`config.mk`:
```
export PLATFORM = sky130hd
export DESIGN_NAME = arbitro_recepcion
export DESIGN_NICKNAME = d
export VERILOG_FILES = /design/src/rtl/paquete_red_pkg.sv /design/src/rtl/registro_canal.sv /design/src/rtl/arbitro_recepcion.sv
export SDC_FILE = /design/constraint.sdc
export NUM_CORES = 1
export LEC_CHECK = 0
export CAP_MARGIN = 15
export CORE_ASPECT_RATIO = 0.8
export CORE_MARGIN = 2
export CORE_UTILIZATION = 50
export DETAILED_ROUTE_END_ITERATION = 10
export PLACE_DENSITY = 0.78
export SLEW_MARGIN = 20
export SYNTH_ARGS = -nofsm -noshare
export SYNTH_HDL_FRONTEND = slang
export SYNTH_HIERARCHICAL = 1
export SYNTH_SLANG_ARGS = --single-unit
```
`constraint.sdc`:
```
create_clock -name reloj -period 6 [get_ports reloj]
set_input_delay 0.9 -clock reloj [delete_from_list [all_inputs] [get_ports reloj]]
set_output_delay 0.9 -clock reloj [all_outputs]
set_load 0.01 [all_outputs]
```
`src/rtl/paquete_red_pkg.sv`:
```
// Types and constants shared by the receive arbiter, the processor and the link blocks.
// The round-robin helper lives here so every block walks the links in the same order.
package paquete_red_pkg;

   localparam int ANCHO_DATO  = 8;
   localparam int ANCHO_ID    = 4;
   localparam int NUM_CANALES = 3;

   typedef enum logic [1:0] {
      CANAL_A = 2'd0,
      CANAL_B = 2'd1,
      CANAL_C = 2'd2
   } canal_t;

   typedef enum logic {
      ESPERA   = 1'b0,
      PRESENTA = 1'b1
   } estado_arbitro_t;

   function automatic canal_t canal_siguiente(input canal_t canal);
      canal_t resultado;
      case (canal)
         CANAL_A: resultado = CANAL_B;
         CANAL_B: resultado = CANAL_C;
         default: resultado = CANAL_A;
      endcase
      return resultado;
   endfunction

   // Walks ultimo+1, ultimo+2, ultimo+3 (mod 3); returns ultimo when nothing is pending.
   function automatic canal_t elegir_round_robin(input canal_t ultimo,
                                                 input logic [NUM_CANALES-1:0] pendientes);
      canal_t candidato;
      canal_t elegido;
      logic   encontrado;
      candidato  = ultimo;
      elegido    = ultimo;
      encontrado = 1'b0;
      for (int k = 0; k < NUM_CANALES; k++) begin
         candidato = canal_siguiente(candidato);
         if (!encontrado && pendientes[candidato]) begin
            elegido    = candidato;
            encontrado = 1'b1;
         end
      end
      return elegido;
   endfunction

endpackage

```
`src/rtl/registro_canal.sv`:
```
// Holding register for one receive link: captures a byte on its pulse and keeps it pending
// until the arbiter releases it; a pulse that finds the register occupied is dropped.
module registro_canal #(
   parameter int ANCHO_DATO = 8
) (
   input  logic                  reloj,
   input  logic                  reinicio,
   input  logic                  carga_i,
   input  logic [ANCHO_DATO-1:0] dato_i,
   input  logic                  liberar_i,
   output logic                  pendiente_o,
   output logic [ANCHO_DATO-1:0] dato_o,
   output logic                  perdida_o
);

   logic                  pendiente_q, pendiente_d;
   logic [ANCHO_DATO-1:0] dato_q, dato_d;
   logic                  admite_carga;

   // A release in the same cycle frees the slot, so the new byte takes its place.
   assign admite_carga = carga_i & (~pendiente_q | liberar_i);

   always_comb begin
      pendiente_d = pendiente_q;
      dato_d      = dato_q;
      if (admite_carga) begin
         pendiente_d = 1'b1;
         dato_d      = dato_i;
      end else if (liberar_i) begin
         pendiente_d = 1'b0;
      end
   end

   always_ff @(posedge reloj) begin
      if (reinicio) begin
         pendiente_q <= 1'b0;
         dato_q      <= '0;
      end else begin
         pendiente_q <= pendiente_d;
         dato_q      <= dato_d;
      end
   end

   assign pendiente_o = pendiente_q;
   assign dato_o      = dato_q;
   assign perdida_o   = carga_i & pendiente_q & ~liberar_i;

endmodule

```
`src/rtl/arbitro_recepcion.sv`:
```
// Merges three receive links into one processor-facing byte stream with round-robin grants
// and a saturating count of bytes lost to overflow.
//
// state    | meaning
// ESPERA   | nothing presented; grant next pending link at the following edge
// PRESENTA | datoSalida/canalOrigen held with datoValido=1 until datoAceptado
module arbitro_recepcion #(
   parameter int ANCHO_DATO     = paquete_red_pkg::ANCHO_DATO,
   parameter int ANCHO_CONTADOR = 4
) (
   input  logic                      reloj,
   input  logic                      reinicio,
   input  logic                      recepcionFinalizadaA,
   input  logic                      recepcionFinalizadaB,
   input  logic                      recepcionFinalizadaC,
   input  logic [ANCHO_DATO-1:0]     datoA,
   input  logic [ANCHO_DATO-1:0]     datoB,
   input  logic [ANCHO_DATO-1:0]     datoC,
   output logic                      datoValido,
   output logic [ANCHO_DATO-1:0]     datoSalida,
   output logic [1:0]                canalOrigen,
   input  logic                      datoAceptado,
   output logic [ANCHO_CONTADOR-1:0] cantidadPerdidos
);

   import paquete_red_pkg::*;

   localparam int ANCHO_SUMA = ANCHO_CONTADOR + 2;
   localparam logic [ANCHO_CONTADOR-1:0] CONTADOR_MAX = {ANCHO_CONTADOR{1'b1}};

   estado_arbitro_t           estado_q;
   canal_t                    ultimo_q;
   canal_t                    canalOrigen_q;
   canal_t                    concesion;
   logic                      datoValido_q;
   logic [ANCHO_DATO-1:0]     datoSalida_q;
   logic [ANCHO_CONTADOR-1:0] perdidos_q, perdidos_d;

   logic [NUM_CANALES-1:0]    pendiente;
   logic [NUM_CANALES-1:0]    liberar;
   logic [NUM_CANALES-1:0]    perdida;
   logic [ANCHO_DATO-1:0]     retenidoA, retenidoB, retenidoC;
   logic [ANCHO_DATO-1:0]     dato_concedido;
   logic                      aceptacion;
   logic [ANCHO_SUMA-1:0]     suma_perdidas;
   logic [ANCHO_SUMA-1:0]     total_perdidos;

   assign aceptacion = (estado_q == PRESENTA) & datoAceptado;
   assign liberar[0] = aceptacion & (canalOrigen_q == CANAL_A);
   assign liberar[1] = aceptacion & (canalOrigen_q == CANAL_B);
   assign liberar[2] = aceptacion & (canalOrigen_q == CANAL_C);

   registro_canal #(.ANCHO_DATO(ANCHO_DATO)) u_registro_a (
      .reloj       (reloj),
      .reinicio    (reinicio),
      .carga_i     (recepcionFinalizadaA),
      .dato_i      (datoA),
      .liberar_i   (liberar[0]),
      .pendiente_o (pendiente[0]),
      .dato_o      (retenidoA),
      .perdida_o   (perdida[0])
   );

   registro_canal #(.ANCHO_DATO(ANCHO_DATO)) u_registro_b (
      .reloj       (reloj),
      .reinicio    (reinicio),
      .carga_i     (recepcionFinalizadaB),
      .dato_i      (datoB),
      .liberar_i   (liberar[1]),
      .pendiente_o (pendiente[1]),
      .dato_o      (retenidoB),
      .perdida_o   (perdida[1])
   );

   registro_canal #(.ANCHO_DATO(ANCHO_DATO)) u_registro_c (
      .reloj       (reloj),
      .reinicio    (reinicio),
      .carga_i     (recepcionFinalizadaC),
      .dato_i      (datoC),
      .liberar_i   (liberar[2]),
      .pendiente_o (pendiente[2]),
      .dato_o      (retenidoC),
      .perdida_o   (perdida[2])
   );

   assign concesion = elegir_round_robin(ultimo_q, pendiente);

   always_comb begin
      case (concesion)
         CANAL_A: dato_concedido = retenidoA;
         CANAL_B: dato_concedido = retenidoB;
         default: dato_concedido = retenidoC;
      endcase
   end

   // Up to three drops can land in one cycle; sum them wide, then clamp.
   always_comb begin
      suma_perdidas  = ANCHO_SUMA'(perdida[0]) + ANCHO_SUMA'(perdida[1])
                     + ANCHO_SUMA'(perdida[2]);
      total_perdidos = ANCHO_SUMA'(perdidos_q) + suma_perdidas;
      if (total_perdidos > ANCHO_SUMA'(CONTADOR_MAX)) begin
         perdidos_d = CONTADOR_MAX;
      end else begin
         perdidos_d = total_perdidos[ANCHO_CONTADOR-1:0];
      end
   end

   always_ff @(posedge reloj) begin
      if (reinicio) begin
         estado_q      <= ESPERA;
         ultimo_q      <= CANAL_C;
         canalOrigen_q <= CANAL_A;
         datoValido_q  <= 1'b0;
         datoSalida_q  <= '0;
      end else begin
         case (estado_q)
            ESPERA: begin
               if (|pendiente) begin
                  estado_q      <= PRESENTA;
                  datoValido_q  <= 1'b1;
                  datoSalida_q  <= dato_concedido;
                  canalOrigen_q <= concesion;
               end
            end
            PRESENTA: begin
               if (datoAceptado) begin
                  estado_q     <= ESPERA;
                  datoValido_q <= 1'b0;
                  ultimo_q     <= canalOrigen_q;
               end
            end
            default: begin
               estado_q     <= ESPERA;
               datoValido_q <= 1'b0;
            end
         endcase
      end
   end

   always_ff @(posedge reloj) begin
      if (reinicio) begin
         perdidos_q <= '0;
      end else begin
         perdidos_q <= perdidos_d;
      end
   end

   assign datoValido       = datoValido_q;
   assign datoSalida       = datoSalida_q;
   assign canalOrigen      = canalOrigen_q;
   assign cantidadPerdidos = perdidos_q;

endmodule

```
==> flow_metrics.env, run 1 <==
export IMPL_path_common_cell="fa_1"
export IMPL_ir_drop_v=0.0001364
export IMPL_postCtsResizedCells=0
export IMPL_grt_max_degree=65
export IMPL_hold_slack_ns=0.4748
export IMPL_detail_route_antenna_nets=0
export IMPL_arrival_ns=3.69
export IMPL_r2r_cells=10
export IMPL_synth_cell_types=36
export IMPL_syn_num_nets=265
export IMPL_postCtsHoldBufs=0
export IMPL_synthMostInstantiatedCell="nand2b_1"
export IMPL_grt_antenna_before_repair=0
export IMPL_die_h_um=64.60
export IMPL_combPwrFrac_pct=19.7
export IMPL_outcome="complete, no violations"
export IMPL_antennaDiodeCount=0
export IMPL_yosys_warnings=6
export IMPL_cts_setup_buffers=0
export IMPL_place_gp_congestion=0.7726
export IMPL_rows=22
export IMPL_port_buffers=44
export IMPL_p_sw_share_pct=26.44
export IMPL_core_area_um2=4514
export IMPL_critical_path_max_stage_delay_ns=0.51
export IMPL_die_w_um=79.74
export IMPL_grtUsageTotal_pct=18.05
export IMPL_required_ns=6.21
export IMPL_synth_enable_flop_cells=0
export IMPL_drc=0
export IMPL_firstDrtPassIters=4
export IMPL_syn_area_um2=2295
export IMPL_crit_fanout=6
export IMPL_hold_viol_final=0
export IMPL_finClkSkew_ns=0.005775
export IMPL_rsz0062_at_grt="no"
export IMPL_maxSlewHeadroom_pct=38.81
export IMPL_tns_ns=0
export IMPL_intPower_uw=484.5
export IMPL_place_hpwl_um=2995
export IMPL_setup_violations=0
export IMPL_grt_ovfl_total=0
export IMPL_drive_above_1_share_pct=8.487
export IMPL_worstPathCellList="clkdlybuf4s50_1 -> nand2_1 -> nor3b_1 -> nor2b_4 -> and2_2 -> fa_1 -> ha_1 -> inv_1 -> fa_1 -> nand3b_1 -> a21oi_1"
export IMPL_grt_pass1_wl_um=7272
export IMPL_synthTopCellsByArea="dfxtp_1, mux2i_1, nand2b_1, o211ai_1, nor2_1"
export IMPL_synth_cells=231
export IMPL_hold_class="flip-flop to flip-flop"
export IMPL_dieArea_um2=5151
export IMPL_initial_core_util_pct=50.83
export IMPL_p_leak_nw=1.030
export IMPL_synth_flop_cell="dfxtp_1"
export IMPL_cts_num_sinks=45
export IMPL_p_sw_uw=174.2
export IMPL_via_per_inst=5.106
export IMPL_cts_buffers=5
export IMPL_vias=1690
export IMPL_r2r_setup_slack_ns=3.11
export IMPL_grt_pass1_vias=1458
export IMPL_ys_ff_latch=45
export IMPL_cts_htree_levels=2
export IMPL_preCtsSetupSlack_ns=2.236
export IMPL_clkLatencyLatePin_ns=0.29
export IMPL_min_delay_path_depth=2
export IMPL_setup_ws_ns=2.524
export IMPL_path_class="input port to flip-flop"
export IMPL_power_uw=658.7
export IMPL_power_frac_clock_pct=28.3
export IMPL_finalNetCount=305
export IMPL_r2r_start="estado_q"
export IMPL_start_kind="input port"
export IMPL_synth_top_area_share_pct=39.26
export IMPL_fmax_mhz=287.7
export IMPL_clk_pin_slew_ns=0.08
export IMPL_root_buffer="clkbuf_8"
export IMPL_r2r_end="cantidadPerdidos[0]"
export IMPL_crit_slowest_cell="clkdlybuf4s50_1"
export IMPL_p_seq_share_pct=52.0
export IMPL_io_pin_count=45
export IMPL_fillCellCount=409
export IMPL_utilization_pct=62.44
export IMPL_fin_crit_sh_pct=57.94
export IMPL_critPathCaptureType="flip-flop"
export IMPL_area_delta_synth_final_pct=22.85
export IMPL_synthArstFlopShare_pct=0
export IMPL_cts_buffer_depth=2
export IMPL_cts_tree="yes"
export IMPL_power_density_nw_per_um2=233.7
export IMPL_synthTopCellsByCount="nand2b_1, dfxtp_1, mux2i_1"
export IMPL_seq_area_frac_synth_pct=39.26
export IMPL_worstMarginPinSlew_ns=0.9179
export IMPL_hp_start="u_registro_b/dato_o[7]"
export IMPL_hold_path_end="u_registro_b/dato_o[7]"
export IMPL_routed_wirelength_um=4386
export IMPL_cap_viol_max_count=0
export IMPL_synth_area_per_cell_um2=9.934
export IMPL_yosysTopAreaCell="dfxtp_1"
export IMPL_wl_per_cell_um=13.25
export IMPL_post_route_min_period_ns=3.476
export IMPL_drt_iter0_drc=109
export IMPL_slew_violations=0
==> placed cells by master (no fill, tap or decap), types with 3 or more instances in the layout <==
master	Yosys	final
nor2b_4	3	3
nand3b_1	3	3
nor2_1	14	14
nand3_1	3	3
inv_1	5	5
clkbuf_8	0	6
mux2i_1	32	32
nand2_1	4	4
nor2b_2	3	3
nand2b_1	49	49
clkdlybuf4s50_1	0	43
and2_2	3	3
o211ai_1	21	21
a211oi_1	3	3
a21oi_1	7	7
dfxtp_1	45	45
==> through the flow <==
step | cell area, um2 | instances
detailed placement | 2733 | 324
CTS | 2819 | 331
floorplan | 2295 | 231
global placement | 2733 | 324
global route | 2819 | 331
finish | 2819 | 331
==> how the worst max path moves through the flow <==
stage,start,to,cells past startpoint
3_5_place_dp,datoAceptado,cantidadPerdidos[0],11
2_1_floorplan,datoAceptado,cantidadPerdidos[2],9
3_3_place_gp,datoAceptado,cantidadPerdidos[2],10
6_report,datoAceptado,cantidadPerdidos[0],11
5_1_grt,datoAceptado,cantidadPerdidos[1],11
4_1_cts,datoAceptado,cantidadPerdidos[0],11
==> power groups by stage <==
| stage | combinational, mW | clock, mW | sequential (mW) |
|---|---|---|---|
| CTS | 0.131 | 0.190 | 0.343 |
| detailed placement | 0.130 | 0 | 0.350 |
| floorplan | 0.0829 | 0 | 0.346 |
| global placement | 0.129 | 0 | 0.349 |
| global route | 0.142 | 0.203 | 0.346 |
| finish | 0.130 | 0.186 | 0.343 |
==> flip-flops by register name, indices dropped and copies added, names as in the netlist <==
name	count
datoValido	1
u_registro_a/dato_o	8
cantidadPerdidos	4
u_registro_c/dato_o	8
u_registro_b/dato_o	8
canalOrigen	2
datoSalida	8
u_registro_a/pendiente_o	1
u_registro_c/pendiente_o	1
estado_q	1
u_registro_b/pendiente_o	1
ultimo_q	2
==> layout make-up <==
cell class	instances	area (um2)	share of cell area, %
timing repair buffer	44	435.4	15.45
multi-input combinational	170	1303	46.21
inverter	5	18.77	0.6658
tap	60	75.07	2.663
sequential	45	900.9	31.96
clock buffer	7	86.33	3.063
==> critical path, delay by kind of cell <==
family          cells  cell delay [ns]
compound gates      1             0.15
buf+inv             2             0.56
simple gates        5             1.02
fa+ha+maj           3             1.06
==> logic make-up (layout without fill, tap and decap cells) <==
group	Yosys count	count (layout)	synth area share, %
AOI/OAI and AO/OA	40	40	13.90
adders and majority gates	4	4	2.835
buffers and inverters	16	56	3.980
DFF	45	45	39.26
muxes	32	32	13.96
and+or+nand+nor	94	94	26.06
==> per-layer routing <==
metal	vias up	share of wire, %	GRT usage (%)	routed length (um)
met4	0	1.0	4.449	46
met2	44	39	24.47	1725
met1	751	54	28.57	2383
li1	890	-	-	-
met3	5	5.2	3.900	230
met5	-	0	0	0
(Power assumes the default switching activity.)
==> run 2: changes to the inputs <==
Clock period 6 ns to 3.3 ns, I/O delays scaled along.
==> run 2 against run 1 <==
Worst hold slack improved by 0.0040 ns. First-iteration DRC count is 18% lower. Flip-flop and latch count is the same. Total power increased by 81%. Clock power increased by 77%. Critical endpoint is now cantidadPerdidos[2]. Via count up 3.0%.
==> flow_metrics.env, run 2 (same netlist as run 1, synthesis figures left out) <==
export IMPL_rows=22
export IMPL_finalNonFillerCells=335
export IMPL_cts_num_sinks=45
export IMPL_r2r_cells=9
export IMPL_clk_pin_slew_ns=0.08
export IMPL_postCtsHoldBufs=0
export IMPL_cts_buffers=5
export IMPL_place_area_um2=2755
export IMPL_path_class="input port to flip-flop"
export IMPL_required_ns=3.49
export IMPL_clkLatencyLatePin_ns=0.29
export IMPL_grt_antenna_before_repair=0
export IMPL_setup_violations=0
export IMPL_p_leak_nw=1.038
export IMPL_maxSlewHeadroom_pct=52.59
export IMPL_preCtsSetupSlack_ns=-0.001230
export IMPL_grt_pass1_vias=1627
export IMPL_crit_fanout=4
export IMPL_finClkSkew_ns=0.002639
export IMPL_slew_violations=0
export IMPL_critPathCaptureType="flip-flop"
export IMPL_p_sw_share_pct=27.45
export IMPL_drc=0
export IMPL_p_sw_uw=328.0
export IMPL_worstMarginPinSlew_ns=0.7096
export IMPL_detail_route_antenna_nets=0
export IMPL_antennaDiodeCount=0
export IMPL_power_frac_clock_pct=27.6
export IMPL_via_per_inst=5.197
export IMPL_core_area_um2=4514
export IMPL_p_seq_share_pct=52.2
export IMPL_finalNetCount=308
export IMPL_hold_class="flip-flop to flip-flop"
export IMPL_final_cell_area_um2=2839
export IMPL_dpl_cell_count=327
export IMPL_drt_iter0_drc=89
export IMPL_arrival_ns=3.15
export IMPL_combPwrFrac_pct=20.2
export IMPL_grtUsageTotal_pct=19.72
export IMPL_cts_tree="yes"
export IMPL_cts_setup_buffers=0
export IMPL_grt_max_degree=41
export IMPL_drive_above_1_share_pct=9.455
export IMPL_place_hpwl_um=3332
export IMPL_routed_wirelength_um=4681
export IMPL_firstDrtPassIters=4
export IMPL_root_buffer="clkbuf_8"
export IMPL_wl_per_cell_um=13.97
export IMPL_min_delay_path_depth=2
export IMPL_grt_ovfl_total=0
export IMPL_layout_common_cells="nand2b_1, dfxtp_1, clkdlybuf4s50_1, mux2i_1, o211ai_1"
export IMPL_setup_ws_ns=0.3384
export IMPL_ir_drop_v=0.0002020
export IMPL_port_buffers=44
export IMPL_intPower_uw=866.9
export IMPL_fin_crit_sh_pct=89.74
export IMPL_dieArea_um2=5151
export IMPL_area_delta_synth_final_pct=23.72
export IMPL_start_kind="input port"
export IMPL_postCtsResizedCells=0
export IMPL_grt_pass1_wl_um=7817
export IMPL_cts_htree_levels=2
export IMPL_fmax_mhz=337.7
export IMPL_power_density_nw_per_um2=420.9
export IMPL_post_route_min_period_ns=2.962
export IMPL_mostFrequentLayoutCell="nand2b_1"
export IMPL_cts_buffer_depth=2
export IMPL_die_h_um=64.60
export IMPL_hold_viol_final=0
export IMPL_die_w_um=79.74
export IMPL_rsz0062_at_grt="no"
export IMPL_vias=1741
export IMPL_place_gp_congestion=0.7757
export IMPL_io_pin_count=45
export IMPL_initial_core_util_pct=50.83
export IMPL_cap_viol_max_count=0
export IMPL_outcome="complete, no violations"
## run 2: cell count changes in the layout (fill, tap and decap cells not counted), sizes merged
cell,change
clkinvlp,+1
buf,+3
## run 2: worst paths after layout
kind | start | end | slack (ns)
worst max-delay path | datoAceptado | cantidadPerdidos[2] | 0.34
worst min-delay path | u_registro_a/dato_o[6] | u_registro_a/dato_o[6] | 0.48
worst max register to register | estado_q | cantidadPerdidos[2] | 0.49
worst min register to register | u_registro_a/dato_o[6] | u_registro_a/dato_o[6] | 0.48
## run 2: metrics by stage
step	util, %	hold WS (ns)	power [mW]	setup TNS, ns
after global placement	61.03	0.4595	0.8713	0
after floorplan	-	0.4481	0.7791	0
after global routing	62.89	0.5045	1.265	0
final	62.89	0.4788	1.195	0
after detailed placement	61.03	0.4618	0.8789	-0.001230
after CTS	62.89	0.4803	1.207	0
## run 2: worst max-delay path: stages
cell and delay (ns):
clkdlybuf4s50_1 0.48, nand2_1 0.10, nor3b_1 0.36, nor2b_4 0.08, and2_2 0.21, fa_1 0.49, ha_1 0.17, inv_1 0.05
fa_1 0.41, o31a_1 0.32
## run 2: layout make-up
| type | count | area, um2 |
|---|---|---|
| Inverter | 5 | 18.77 |
| Timing Repair Buffer | 47 | 457.9 |
| Tap cell | 60 | 75.07 |
| Clock buffer | 7 | 76.32 |
| Clock inverter | 1 | 7.507 |
| Sequential cell | 45 | 900.9 |
| Multi-Input combinational cell | 170 | 1303 |
| Fill cell | 404 | 1675 |
## run 2: layer usage
layer / share of wire [%] / up-vias / routed length [um] / GRT usage [%]
met1: 51 / 803 / 2374 / 27.80
met5: 0 / - / 0 / 0
met4: 0.58 / 0 / 27 / 6.992
met3: 5.9 / 2 / 274 / 4.457
met2: 43 / 41 / 2005 / 29.62
li1: - / 895 / - / -
## run 2: power groups by stage
stage               clock (mW)  combinational (mW)  sequential [mW]
detailed placement           0               0.243            0.636
floorplan                    0               0.151            0.628
global placement             0               0.237            0.634
global route             0.372               0.264            0.630
finish                   0.330               0.241            0.624
CTS                      0.340               0.244            0.623
==> run 3: changes to the inputs <==
Settings changed: CORE_UTILIZATION 50 to 46, PLACE_DENSITY 0.78 to 0.75.
Clock period 3.3 ns to 2.45 ns, I/O delays scaled along.
==> run 3 against run 2 <==
First-iteration DRC count is 56% higher. Flip-flop and latch count stayed put. Setup slack worse by 0.29 ns. Total power is 50% higher. Largest power group unchanged. Cell count is 5.1% higher. Cell area is 7.6% higher. Count of clock-buffer cells in the layout stayed put. Worst hold slack worse by 0.0019 ns. Sequential power is 34% higher. Non-clock buffer count is 17 higher. Clock power is 76% higher. Register-to-register slack worse by 0.45 ns.
==> flow_metrics.env, run 3 (same netlist as run 1, synthesis figures left out) <==
export IMPL_crit_slowest_cell="fa_1"
export IMPL_area_delta_synth_final_pct=33.15
export IMPL_firstDrtPassIters=4
export IMPL_finalNetCount=325
export IMPL_io_pin_count=45
export IMPL_antennaDiodeCount=0
export IMPL_place_area_um2=2888
export IMPL_utilization_pct=64.91
export IMPL_fmax_mhz=415.8
export IMPL_crit_fanout=4
export IMPL_gr_usage_met3_pct=3.912
export IMPL_met2_usage_pct=30.65
export IMPL_layout_common_cells="nand2b_1, dfxtp_1, clkdlybuf4s50_1, mux2i_1, o211ai_1"
export IMPL_cap_viol_max_count=0
export IMPL_drc=0
export IMPL_grtUsageTotal_pct=19.44
export IMPL_hold_class="flip-flop to flip-flop"
export IMPL_p_leak_nw=1.156
export IMPL_cts_buffer_depth=2
export IMPL_port_buffers=44
export IMPL_path_buf_inv=1
export IMPL_maxSlewHeadroom_pct=53.63
export IMPL_drt_iter0_drc=139
export IMPL_dieArea_um2=5573
export IMPL_clkLatencyLatePin_ns=0.30
export IMPL_fillCellCount=387
export IMPL_required_ns=2.68
export IMPL_worstPathCellList="nand2_4 -> nor3_4 -> nor2b_4 -> and2_4 -> fa_1 -> ha_2 -> inv_2 -> fa_2 -> nand3b_1 -> a21oi_2"
export IMPL_vias=1806
export IMPL_place_gp_congestion=0.7736
export IMPL_cts_htree_levels=2
export IMPL_routed_wirelength_um=5004
export IMPL_slew_violations=0
export IMPL_via_per_inst=5.131
export IMPL_critPathCaptureType="flip-flop"
export IMPL_grt_use_met1_pct=27.18
export IMPL_grt_pass1_wl_um=8576
export IMPL_wl_per_cell_um=14.22
export IMPL_die_h_um=67.17
export IMPL_power_density_nw_per_um2=587.9
export IMPL_path_class="flip-flop to flip-flop"
export IMPL_arrival_ns=2.64
export IMPL_outcome="complete, no violations"
export IMPL_power_mw=1.796
export IMPL_postCtsHoldBufs=0
export IMPL_grt_antenna_before_repair=0
export IMPL_cts_tree="yes"
export IMPL_grt_pass1_vias=1757
export IMPL_detail_route_antenna_nets=0
export IMPL_root_buffer="clkbuf_8"
export IMPL_busiest_layer="met2"
export IMPL_setup_violations=0
export IMPL_cts_num_sinks=45
export IMPL_die_w_um=82.97
export IMPL_rows=22
export IMPL_r2r_setup_slack_ns=0.04
export IMPL_core_area_um2=4707
export IMPL_post_route_min_period_ns=2.405
export IMPL_ir_drop_v=0.0004289
export IMPL_cts_buffers=5
export IMPL_hold_viol_final=0
export IMPL_rsz0062_at_grt="yes"
export IMPL_final_cell_area_um2=3055
export IMPL_place_hpwl_um=3551
export IMPL_clk_pin_slew_ns=0.09
export IMPL_grt_ovfl_total=0
export IMPL_setup_ws_ns=0.04491
export IMPL_initial_core_util_pct=48.75
export IMPL_preCtsSetupSlack_ns=-0.4939
export IMPL_finClkSkew_ns=0.007621
export IMPL_grt_max_degree=40
export IMPL_start_kind="flip-flop"
export IMPL_critical_path_max_stage_delay_ns=0.52
export IMPL_worstMarginPinSlew_ns=0.6941
export IMPL_mostFrequentLayoutCell="nand2b_1"
export IMPL_drive_above_1_share_pct=18.15
export IMPL_fin_crit_sh_pct=98.17
export IMPL_crit_family="adder cells"
run 3: tightest hold or removal path, delay by kind of cell, from the launching register on:
family / cells / cell delay (ns)
simple gates: 1 / 0.06
flops: 1 / 0.32
mux: 1 / 0.06
run 3: report_power, final:
group	total (mW)	switching [mW]	internal [mW]
Combinational	0.377	0.164	0.213
Sequential	0.839	0.0526	0.787
Clock	0.580	0.247	0.333
run 3: path summary, 6_finish.rpt:
kind / startpoint / endpoint / cells after the start
max: estado_q / cantidadPerdidos[0] / 10
min: u_registro_c/dato_o[0] / u_registro_c/dato_o[0] / 2
max reg2reg: estado_q / cantidadPerdidos[0] / 10
min reg2reg: u_registro_c/dato_o[0] / u_registro_c/dato_o[0] / 2
run 3: layout make-up:
| type | count | area (um2) | share of cell area [%] |
|---|---|---|---|
| multi-input combinational | 170 | 1348 | 44.10 |
| sequential | 45 | 908.4 | 29.73 |
| timing repair buffer | 64 | 589.3 | 19.29 |
| clock buffer | 7 | 86.33 | 2.826 |
| tap | 60 | 75.07 | 2.457 |
| clock inverter | 1 | 30.03 | 0.9828 |
| inverter | 5 | 18.77 | 0.6143 |
run 3: per-stage QoR:
step           instances  setup TNS, ns  hold slack, ns
5_1_grt              352       -0.09102          0.5007
3_5_place_dp         342         -1.773          0.4678
4_1_cts              351              0          0.4796
3_3_place_gp         342         -1.608          0.4602
2_1_floorplan        231              0          0.4481
6_report             352              0          0.4769
run 3: per-layer routing:
metal  wire (um)  share of wire, %
met4          56               1.1
met3         305               6.1
met5           0                 0
met2        2262                45
met1        2378                48
run 3: repair_timing:
action                                  CTS  global route
hold endpoints to repair                  0             0
pin swaps                                 7             8
endpoints found under the setup margin    4             3
setup buffers                             1             1
resized for setup                         6             8
